<file path="src/rtl/fetch_pkg.sv">
// Shared types and constants for the instruction-fetch front end.
package fetch_pkg;

  localparam int          FETCH_XLEN = 32;
  localparam logic [31:0] NOP_INSTR  = 32'h0000_0013;  // addi x0, x0, 0

  // One buffered fetch result: the instruction word and the PC it came from.
  typedef struct packed {
    logic [FETCH_XLEN-1:0] pc;
    logic [31:0]           instr;
  } fetch_entry_t;

  // Width needed to hold a count in the range 0..depth.
  function automatic int cnt_width(input int depth);
    return $clog2(depth + 1);
  endfunction

endpackage

</file>
<file path="src/rtl/fetch_fifo.sv">
// Fetch buffer: synchronous FIFO of {pc, instr} with push, pop, flush and occupancy.
module fetch_fifo
  import fetch_pkg::*;
#(
  parameter int FIFO_DEPTH = 4
) (
  input  logic                                clk,
  input  logic                                reset_n,
  input  logic                                push_i,
  input  logic                                pop_i,
  input  logic                                flush_i,
  input  fetch_entry_t                        wdata_i,
  output fetch_entry_t                        rdata_o,
  output logic [$clog2(FIFO_DEPTH+1)-1:0]     count_o
);

  localparam int AW = $clog2(FIFO_DEPTH);
  localparam int CW = $clog2(FIFO_DEPTH + 1);

  fetch_entry_t          mem_q [FIFO_DEPTH];
  logic [AW-1:0]         wr_q, wr_d;
  logic [AW-1:0]         rd_q, rd_d;
  logic [CW-1:0]         count_q, count_d;

  // Pointer and occupancy next-state; flush wins over push/pop.
  always_comb begin
    wr_d    = wr_q;
    rd_d    = rd_q;
    count_d = count_q;
    if (flush_i) begin
      wr_d    = '0;
      rd_d    = '0;
      count_d = '0;
    end else begin
      if (push_i) wr_d = wr_q + AW'(1);
      if (pop_i)  rd_d = rd_q + AW'(1);
      count_d = count_q + CW'(push_i) - CW'(pop_i);
    end
  end

  // Pointer and occupancy registers.
  always_ff @(posedge clk or negedge reset_n) begin
    if (!reset_n) begin
      wr_q    <= '0;
      rd_q    <= '0;
      count_q <= '0;
    end else begin
      wr_q    <= wr_d;
      rd_q    <= rd_d;
      count_q <= count_d;
    end
  end

  // Storage array; contents are only meaningful where count says so, so no reset.
  always_ff @(posedge clk) begin
    if (push_i && !flush_i) mem_q[wr_q] <= wdata_i;
  end

  assign rdata_o = mem_q[rd_q];
  assign count_o = count_q;

  // Credits account for every outstanding request, so a push into a full,
  // non-popping buffer means the credit logic upstream is broken.
  a_no_overflow: assert property (@(posedge clk) disable iff (!reset_n)
    !(push_i && !pop_i && !flush_i && (count_q == CW'(FIFO_DEPTH))));

endmodule

</file>
<file path="src/rtl/fetch_unit.sv">
// RV32 fetch front end: owns the PC, issues in-order credit-limited requests to
// instruction memory, buffers responses and presents the F-stage triple.
// Redirects flush the buffer and squash responses to wrong-path requests.
module fetch_unit
  import fetch_pkg::*;
#(
  parameter int              XLEN       = FETCH_XLEN,  // must match fetch_entry_t.pc
  parameter logic [XLEN-1:0] RESET_PC   = '0,
  parameter int              FIFO_DEPTH = 4
) (
  input  logic            clk,
  input  logic            reset_n,
  input  logic            stallF,
  input  logic            redirectE,
  input  logic [XLEN-1:0] PCTargetE,
  output logic            imem_req_valid,
  input  logic            imem_req_ready,
  output logic [XLEN-1:0] imem_addr,
  input  logic            imem_rsp_valid,
  input  logic [31:0]     imem_rsp_data,
  output logic            validF,
  output logic [31:0]     instrF,
  output logic [XLEN-1:0] PCF,
  output logic [XLEN-1:0] PCPlus4F
);

  localparam int CW = cnt_width(FIFO_DEPTH);

  logic [XLEN-1:0] pc_q, pc_d;
  logic [XLEN-1:0] rsp_pc_q, rsp_pc_d;
  logic [CW-1:0]   outstanding_q, outstanding_d;
  logic [CW-1:0]   drop_q, drop_d;

  logic [CW-1:0]   fifo_count;
  logic [CW:0]     credits_used;
  logic            req_hs;
  logic            rsp_keep;
  logic            rsp_drop;
  logic            fifo_pop;
  fetch_entry_t    fifo_wdata;
  fetch_entry_t    fifo_head;
  logic [XLEN-1:0] target_aligned;

  assign target_aligned = {PCTargetE[XLEN-1:2], 2'b00};

  // Credits are taken from registered counts only so the request never
  // combinationally depends on the response or ready inputs.
  assign credits_used   = {1'b0, outstanding_q} + {1'b0, fifo_count};
  assign imem_req_valid = reset_n & ~redirectE & (credits_used < (CW+1)'(FIFO_DEPTH));
  assign imem_addr      = pc_q;

  assign req_hs   = imem_req_valid & imem_req_ready;
  assign rsp_drop = imem_rsp_valid & (drop_q != '0);
  assign rsp_keep = imem_rsp_valid & (drop_q == '0) & ~redirectE;
  assign fifo_pop = validF & ~stallF & ~redirectE;

  assign fifo_wdata = '{pc: rsp_pc_q, instr: imem_rsp_data};

  // PC, credit and squash-count next-state; a redirect overrides everything.
  always_comb begin
    pc_d          = pc_q;
    rsp_pc_d      = rsp_pc_q;
    outstanding_d = outstanding_q;
    drop_d        = drop_q;
    if (redirectE) begin
      pc_d          = target_aligned;
      rsp_pc_d      = target_aligned;
      // Any response arriving now is wrong-path too and is consumed here.
      outstanding_d = outstanding_q - CW'(imem_rsp_valid);
      drop_d        = outstanding_q - CW'(imem_rsp_valid);
    end else begin
      if (req_hs)   pc_d     = pc_q + XLEN'(4);
      if (rsp_keep) rsp_pc_d = rsp_pc_q + XLEN'(4);
      if (rsp_drop) drop_d   = drop_q - CW'(1);
      outstanding_d = outstanding_q + CW'(req_hs) - CW'(imem_rsp_valid);
    end
  end

  // PC and counter registers.
  always_ff @(posedge clk or negedge reset_n) begin
    if (!reset_n) begin
      pc_q          <= RESET_PC;
      rsp_pc_q      <= RESET_PC;
      outstanding_q <= '0;
      drop_q        <= '0;
    end else begin
      pc_q          <= pc_d;
      rsp_pc_q      <= rsp_pc_d;
      outstanding_q <= outstanding_d;
      drop_q        <= drop_d;
    end
  end

  fetch_fifo #(
    .FIFO_DEPTH (FIFO_DEPTH)
  ) u_fifo (
    .clk     (clk),
    .reset_n (reset_n),
    .push_i  (rsp_keep),
    .pop_i   (fifo_pop),
    .flush_i (redirectE),
    .wdata_i (fifo_wdata),
    .rdata_o (fifo_head),
    .count_o (fifo_count)
  );

  // F-stage triple comes straight from the registered buffer head.
  assign validF   = (fifo_count != '0);
  assign instrF   = validF ? fifo_head.instr : NOP_INSTR;
  assign PCF      = validF ? fifo_head.pc : '0;
  assign PCPlus4F = validF ? (fifo_head.pc + XLEN'(4)) : '0;

endmodule

</file>
<file path="config.mk">
export PLATFORM = sky130hd
export DESIGN_NAME = fetch_unit
export DESIGN_NICKNAME = d
export VERILOG_FILES = /design/src/rtl/fetch_pkg.sv /design/src/rtl/fetch_fifo.sv /design/src/rtl/fetch_unit.sv
export SDC_FILE = /design/constraint.sdc
export NUM_CORES = 1
export LEC_CHECK = 0
export CELL_PAD_IN_SITES_DETAIL_PLACEMENT = 0
export CELL_PAD_IN_SITES_GLOBAL_PLACEMENT = 1
export CORE_ASPECT_RATIO = 0.8
export CORE_MARGIN = 4
export CORE_UTILIZATION = 30
export CTS_CLUSTER_DIAMETER = 150
export CTS_CLUSTER_SIZE = 20
export DETAILED_ROUTE_END_ITERATION = 12
export PLACE_DENSITY = 0.61
export SETUP_SLACK_MARGIN = 0.3
export SLEW_MARGIN = 20
export SYNTH_ARGS = -nofsm -noshare
export SYNTH_HDL_FRONTEND = slang
export SYNTH_SLANG_ARGS = --single-unit
export TNS_END_PERCENT = 50
</file>
<file path="constraint.sdc">
create_clock -name clk -period 7 [get_ports clk]
set_clock_uncertainty 0.05 [all_clocks]
set_input_delay 1.05 -clock clk [delete_from_list [all_inputs] [get_ports clk]]
set_output_delay 1.05 -clock clk [all_outputs]
set_load 0.005 [all_outputs]
</file>
==> results by stage, run 1 <==
Logic synthesis:
- The mean instance size in the synthesized netlist is 14.9 um^2.
- The top cell type by total area after synthesis is sky130_fd_sc_hd__edfxtp_1.
- The sequential-to-total area share from yosys stat is 63.5%.
- After synthesis, the largest area contributor takes up 51.0% of total cell area.
- The cell area after synthesis is approximately 0.015 mm^2.
- The count of cell types in the netlist is 63.
- By area the synthesized netlist is led by sky130_fd_sc_hd__edfxtp_1 51%, sky130_fd_sc_hd__dfrtp_1 13%, sky130_fd_sc_hd__mux4_2 5.9%.
- Yosys mapped a number of flops with a built-in enable equal to 248.
- For this run, the leading register cell type out of synthesis is sky130_fd_sc_hd__edfxtp_1.
- The number of warnings printed during yosys synthesis is 0.
- The fraction of synthesis flops using an asynchronous set or reset pin is 22.7%.
- After synthesis the netlist holds a flip-flop and latch count of 321.
- The number of instances in the synthesized netlist is 981.

Clocking:
- No sink is reached through more buffers than the 3 on the longest clock path.
- The CTS buffer count is 20.
- Clock-pin slew was measured on the worst setup and hold paths at 0.09 ns.
- The number of buffers inserted for hold repair after clock tree synthesis is 0.
- The post-cts sizing count is 0.
- The number of H-tree levels is 1.
- Clock latency on the worst-skew pair, taken at its later pin, is 0.53 ns.
- The root buffer cell is sky130_fd_sc_hd__clkbuf_16.
- The clock sink count is 321.
- TritonCTS built the clock tree.
- The number of setup buffers added after CTS is 0.

Pwr:
- In this run the power density over the cells is ~300 mW/mm^2.
- The highest ir drop seen on vdd is 0.000135 V.
- The leakage power is 5.87 nW.

STA:
- The count of final hold-check violations came to 0.
- The max-slew violation count came to 0.
- Setup violations remaining at the end of the flow were counted as 0.
- Of the available clock period, the critical path in the final layout requires 74.2%.
- Setup repair after global routing left no endpoint under its margin.
- Subtracting the final worst setup slack from the clock period gives 5.20 ns.
- Timing would allow up to 192 MHz.
- The total negative slack is 0 ns.
- The worst-case headroom to the max-slew limit is 34.2%.
- The pin slew with the least headroom to its limit is 0.987 ns.

Setup path:
- The critical path launch point type is a register.
- In this run the worst path has a maximum fanout of 36.
- The worst stage delay on the critical path is 1.01 ns.
- The type of the worst setup path is reg -> out.
- The signal on the critical path passes through buf_4 > mux4_1 > and2_1 > nand3_4 > or4_1 > a21oi_1 > clkdlybuf4s50_1.
- The data arrival time of the worst path is 4.10 ns.
- The required time reported for the critical path endpoint is approximately 5.9 ns.
- The cell type of the slowest stage on the worst timing path is sky130_fd_sc_hd__dfrtp_2.
- The endpoint type of the worst setup path is a primary output.

Routing:
- The detail-routed via count per cell is about 4.9.
- The detail route stage leaves a number of antenna-violating nets equal to 0.
- For this run, the detailed router's first-pass iteration total came to 5.
- The DRC violation count after routing is 0.
- Across all layers, the routed design uses 8,786 vias.
- In the final routed layout, each cell accounts on average for between 20 and 25 um.
- In this run, the number of DRC markers left after iteration 0 of detailed routing was 544.
- Summed over all layers, the routed wires come to about 36,000 um.

Die:
- 200 I/O pins were placed.
- For this configuration, the core starts out at a cell density of a little under a third.
- The die is 205 um tall.
- The row count is 72.
- The horizontal die dimension is 255 um.
- The floorplan step defined a die boundary enclosing around 0.052 mm^2.
- The floorplan step defined a core boundary enclosing 0.0482 mm^2.

Global route:
- The initial antenna violation count is 0.
- The first global-routing pass estimated 55,000 um of wire.
- The maximum number of pins on one net before global-route repair is 63.
- The total overflow left after global routing is 0.
- Global routing used 13.6% of the available tracks.
- The via count of the first global-routing pass is a little under 9,000.

Cells and area:
- The ratio of cells with drive above 1 in the final layout is between 10% and 20%.
- From synthesis to final layout, the design area changed by 21.3%.
- The non-filler instance count after layout is between 1,500 and 2,000.
- In the layout the commonest cells are 248 x sky130_fd_sc_hd__edfxtp_1, 189 x sky130_fd_sc_hd__clkdlybuf4s50_1, 71 x sky130_fd_sc_hd__dfrtp_1, 64 x sky130_fd_sc_hd__and2_1, 53 x sky130_fd_sc_hd__nand2_1.
- The library cell used most frequently in the layout, excluding fill and tap cells, is sky130_fd_sc_hd__edfxtp_1.
- Once layout is done, the placed cells without fillers occupy between 0.015 and 0.02 mm^2.
- At the end of the flow, the number of nets in the layout was 1,247.

Run status:
- The flow ran to the end, and the final reports show no timing, DRC or antenna violations.

Flow run:
- The max-cap check violation count is 0.

Placement:
- Once placement completed, the tool counted placed cells totaling 1,765.
- Buffers placed on the I/O ports in this run total 191.
- The final weighted congestion in routability-driven placement is 0.750.
- The area after detailed placement is between 0.015 and 0.02 mm^2.
- Once detailed placement completed, the half-perimeter wirelength came to about 24,000 um.

Min path:
- The worst min-delay path category is in -> async.
==> report_power, final <==
part / leakage [nW] / total (mW) / internal [mW] / switching (mW)
logic: 2.47 / 1.76 / 0.984 / 0.778
registers: 3.12 / 2.34 / 2.17 / 0.171
clock network: 0.285 / 1.19 / 0.572 / 0.622
total: 5.87 / 5.30 / 3.73 / 1.57
==> synth_stat cells (6+ instances only) <==
| cell type | n |
|---|---|
| sky130_fd_sc_hd__a21oi_1 | 19 |
| sky130_fd_sc_hd__a31oi_1 | 6 |
| sky130_fd_sc_hd__and2_1 | 64 |
| sky130_fd_sc_hd__and3_1 | 11 |
| sky130_fd_sc_hd__and4_1 | 9 |
| sky130_fd_sc_hd__buf_1 | 7 |
| sky130_fd_sc_hd__buf_2 | 7 |
| sky130_fd_sc_hd__buf_4 | 10 |
| sky130_fd_sc_hd__clkbuf_1 | 24 |
| sky130_fd_sc_hd__dfrtp_1 | 73 |
| sky130_fd_sc_hd__edfxtp_1 | 248 |
| sky130_fd_sc_hd__ha_1 | 17 |
| sky130_fd_sc_hd__inv_1 | 30 |
| sky130_fd_sc_hd__mux2_2 | 18 |
| sky130_fd_sc_hd__mux4_1 | 24 |
| sky130_fd_sc_hd__mux4_2 | 38 |
| sky130_fd_sc_hd__nand2_1 | 53 |
| sky130_fd_sc_hd__nand3_1 | 41 |
| sky130_fd_sc_hd__nand4_1 | 24 |
| sky130_fd_sc_hd__nor2_1 | 46 |
| sky130_fd_sc_hd__nor3_1 | 14 |
| sky130_fd_sc_hd__nor4_1 | 10 |
| sky130_fd_sc_hd__o211ai_1 | 7 |
| sky130_fd_sc_hd__o21ai_0 | 35 |
| sky130_fd_sc_hd__o311ai_0 | 9 |
| sky130_fd_sc_hd__o31ai_1 | 6 |
| sky130_fd_sc_hd__or3_1 | 9 |
| sky130_fd_sc_hd__or4_1 | 6 |
| sky130_fd_sc_hd__xnor2_1 | 30 |
| sky130_fd_sc_hd__xor2_1 | 23 |
==> state kept, by name, summed over array words and instances (netlist names) <==
signal	count
drop_q	3
imem_addr	30
outstanding_q	3
rsp_pc_q	30
u_fifo.count_o	3
u_fifo.mem_q	248
u_fifo.rd_q	2
u_fifo.wr_q	2
==> logic make-up after synthesis <==
kind of cell / count (synthesis) / share of synthesized area [%]
AOI/OAI and AO/OA: 95 / 4.09
xor gates and xnor gates: 53 / 3.18
adders and majority gates: 19 / 1.73
buffers and inverters: 85 / 2.88
DFF: 321 / 63.5
muxes: 86 / 12.1
other: 1 / 0.0257
and+or+nand+nor: 321 / 12.5
==> stage by stage <==
step           worst slack (ns)  power [mW]  utilization (%)  hold slack (ns)
2_1_floorplan              3.43        3.24                -            0.426
3_3_place_gp               2.32        4.18             35.5            0.457
3_5_place_dp               2.27        4.19             35.5            0.479
4_1_cts                    1.69        5.41             36.8            0.307
5_1_grt                    1.55        5.64             36.8            0.316
6_report                   1.80        5.30             36.8            0.328
==> metal layers <==
| metal | GRT usage [%] | part of all wire [%] |
|---|---|---|
| met5 | 0 | 0 |
| met1 | 20.8 | 49 |
| met4 | 2.03 | 1.4 |
| met2 | 20.9 | 44 |
| met3 | 2.25 | 4.8 |
==> area by class of cell <==
cell class	instances	area (um^2)
Antenna cell	1	2.50
Timing Repair Buffer	203	1990
Fill cell	4569	30500
Multi-Input combinational cell	580	4940
Sequential cell	321	9280
Clock inverter	1	20.0
Inverter	32	120
Tap cell	629	787
Clock buffer	35	578
==> path summary, 6_finish.rpt <==
| check | startpoint | cells after the start | slack (ns) | end |
|---|---|---|---|---|
| setup / recovery | u_fifo.rd_q[1]$_DFFE_PN0P_ | 7 | 1.80 | PCPlus4F[28] |
| hold / removal | reset_n | 1 | 0.33 | imem_addr[8]$_DFFE_PN0N_ |
| setup reg to reg | u_fifo.count_o[2]$_DFF_PN0_ | 12 | 3.22 | outstanding_q[2]$_DFF_PN0_ |
| hold reg to reg | outstanding_q[2]$_DFF_PN0_ | 1 | 0.49 | outstanding_q[2]$_DFF_PN0_ |
| max in group asynchronous | reset_n | 2 | 5.41 | u_fifo.rd_q[0]$_DFFE_PN0P_ |
| min in group clk | outstanding_q[2]$_DFF_PN0_ | 1 | 0.49 | outstanding_q[2]$_DFF_PN0_ |
==> worst max-delay path: cells and delay by family (launching register included) <==
family                 cells  cell delay (ns)
muxes                      1             0.41
DFF                        1             1.01
buffers and inverters      2             1.07
and+or+nand+nor            3             0.92
AOI/OAI and AO/OA          1             0.18
Power figures use the tool's default switching activity.
==> inputs of run 2 (changes only) <==
PLACE_DENSITY = 0.64   (was 0.61)
clock period = 4.3 ns   (was 7 ns; I/O delays follow)
==> results by stage, run 2 (synthesized netlist as in run 1, its figures left out) <==
Routing:
- For this run, design rule violations remaining after detail routing come to 0.
- After detailed routing, the average wire length per cell comes to around 20 um.
- The total wire length is 37,500 um.
- In this run, the number of DRC markers left after iteration 0 of detailed routing was 551.
- The length of the first detailed-routing pass in iterations is 4.
- Dividing the detail-routed via count by the number of cells gives 4.91.
- Across all layers, the routed design uses 8,986 vias.
- The count of antenna-violating nets left after detailed routing is 0.

Clocking:
- After clock tree synthesis, the clock-pin slew on the worst setup and hold paths is 0.09 ns.
- The clock latency at the later pin of the worst-skew pair is 0.54 ns.
- The root buffer cell is sky130_fd_sc_hd__clkbuf_16.
- Clock tree synthesis inserted a total of 20 buffers.
- TritonCTS built the clock tree.
- The clock net in this run drives a total of about 320 sinks.
- The number of H-tree levels is 1.
- The clock tree buffer depth is 3.

Placement:
- The setup slack after placement is 0.497 ns.
- The total half-perimeter wirelength after legalization and detailed placement is 25,000 um.
- The count of input and output buffers is 191.
- The final weighted congestion in routability-driven placement is roughly 0.76.

Cells and area:
- Counting the fill cells in the layout gives 4,541.
- The area of the multi-input gates is 0.00493 mm^2.
- The area growth from synthesis to layout is 24.0%.
- The final-stage net count is 1,286.
- The repair_antennas step left the layout with diodes totalling 0.
- The number of flip-flops under the largest register name is around 250.
- The top cell types in the final layout, fill and taps aside, are 248 x sky130_fd_sc_hd__edfxtp_1, 187 x sky130_fd_sc_hd__clkdlybuf4s50_1, 71 x sky130_fd_sc_hd__dfrtp_1, 62 x sky130_fd_sc_hd__and2_1, 57 x sky130_fd_sc_hd__mux4_2.
- The register containing the most flip-flops in the final layout is u_fifo.mem_q.
- The most frequent standard cell in the layout excluding fill and tap cells is sky130_fd_sc_hd__edfxtp_1.
- The footprint of the flip-flops and latches is 0.00928 mm^2.
- The post-route netlist has 15.6% of its cells at a drive strength greater than 1.

Setup path:
- Along the worst path, the maximum fanout reaches 7.
- The endpoint type of the worst setup path is a primary output.
- By startpoint and endpoint, the worst setup path is classified as reg -> out.
- The worst setup path is launched from a register.
- The data arrival time of the worst path is about 3.3 ns.
- The required time reported for the critical path endpoint is around 3.6 ns.

Global route:
- The initial antenna violation count is 0.
- The first global-routing pass estimated about 57,000 um of wire.
- The global-route usage over all layers is 14.0%.
- Entering global routing, the biggest net connects about 70 pins.
- The via count of the first global-routing pass is ~9,000.
- Global routing finished with a remaining overflow of 0.

STA:
- Setup slack closes at 0.272 ns.
- Setup violations remaining at the end of the flow were counted as 0.
- The post-route clock period utilization is 93.7%.
- In this run the tightest slew margin relative to its limit is about two fifths.
- Setup repair after global routing could not meet its margin everywhere.
- The pin slew with the least headroom to its limit is 0.910 ns.
- After routing, the total negative slack on setup checks comes to 0 ns.
- Based on the critical path, the design can be clocked at up to 248 MHz.
- The count of final hold-check violations is 0.
- The worst path in the final design needs a cycle of 4.03 ns, including I/O delays and setup.
- The max-slew violation count is 0.

Pwr:
- The post-route total power is 8.80 mW.
- The highest ir drop seen on vdd is 0.000208 V.
- For this design the static power due to leakage is ~6.1 nW.
- The cell area power density is 486 mW/mm^2.

Die:
- The initial core utilization is 30.3%.
- The row count is 72.
- The floorplan step defined a die boundary enclosing 0.0523 mm^2.
- The floorplan step set the die width to 255 um.
- The floorplan core area is 0.0482 mm^2.
- The height of the chip is 205 um.
- 200 I/O pins were placed.

Flow run:
- Max-cap violations in this run came to 0.

Run status:
- The run finished with clean final reports.

Min path:
- The worst min-delay path category is in -> async.
[run 2: critical path: stages, from the launching register on]
cell	delay, ns
sky130_fd_sc_hd__dfrtp_4	0.57
sky130_fd_sc_hd__buf_6	0.17
sky130_fd_sc_hd__mux4_2	0.38
sky130_fd_sc_hd__and4_4	0.35
sky130_fd_sc_hd__nand2_2	0.16
sky130_fd_sc_hd__nor4_4	0.31
sky130_fd_sc_hd__mux2_1	0.37
sky130_fd_sc_hd__clkdlybuf4s50_1	0.47
[run 2: stage by stage]
step | hold WS, ns | instances | area (um^2) | util (%)
after floorplan | 0.299 | 986 | 14600 | -
after global placement | 0.438 | 1778 | 17300 | 35.9
after detailed placement | 0.440 | 1778 | 17300 | 35.9
after CTS | 0.389 | 1830 | 18100 | 37.5
after global routing | 0.423 | 1831 | 18100 | 37.6
final | 0.416 | 1831 | 18100 | 37.6
[run 2: layout make-up]
type                            instances  area share, %
Multi-Input combinational cell        581           27.2
Timing Repair Buffer                  241           13.4
Clock inverter                          1          0.111
Inverter                               32          0.684
Tap cell                              629           4.35
Clock buffer                           26           3.01
Sequential cell                       321           51.3
[run 2: final timing paths]
| kind | start | endpoint | slack, ns | cells after the start |
|---|---|---|---|---|
| max | u_fifo.rd_q[0]$_DFFE_PN0P_ | PCPlus4F[27] | 0.27 | 7 |
| max in group asynchronous | reset_n | u_fifo.rd_q[0]$_DFFE_PN0P_ | 2.57 | 3 |
| min | reset_n | imem_addr[9]$_DFFE_PN0N_ | 0.42 | 2 |
| min in group clk | outstanding_q[2]$_DFF_PN0_ | outstanding_q[2]$_DFF_PN0_ | 0.51 | 1 |
| max reg2reg | outstanding_q[2]$_DFF_PN0_ | outstanding_q[2]$_DFF_PN0_ | 1.14 | 12 |
| min reg2reg | outstanding_q[2]$_DFF_PN0_ | outstanding_q[2]$_DFF_PN0_ | 0.51 | 1 |
[run 2: where the power goes]
part | switching [mW] | leakage, nW | internal, mW
Sequential | 0.207 | 3.12 | 3.53
Combinational | 1.40 | 2.67 | 1.75
Clock | 1.01 | 0.274 | 0.900
Total | 2.62 | 6.06 | 6.18
[run 2: layer usage]
| layer | vias to the layer above | global-route usage (%) | wire length [um] |
|---|---|---|---|
| met1 | 4606 | 21.1 | 18600 |
| met3 | 29 | 2.22 | 1490 |
| met2 | 184 | 21.8 | 16900 |
| li1 | 4167 | - | - |
| met4 | 0 | 2.14 | 453 |
| met5 | - | 0 | 0 |
[run 2: repair_timing]
action                                  CTS  global route
hold buffers                              1             0
resized for setup                        29            11
hold endpoints to repair                  7             0
endpoints found under the setup margin   19            48
pin swaps                                 4             1
gates cloned                              2             0
setup buffers                            22             1
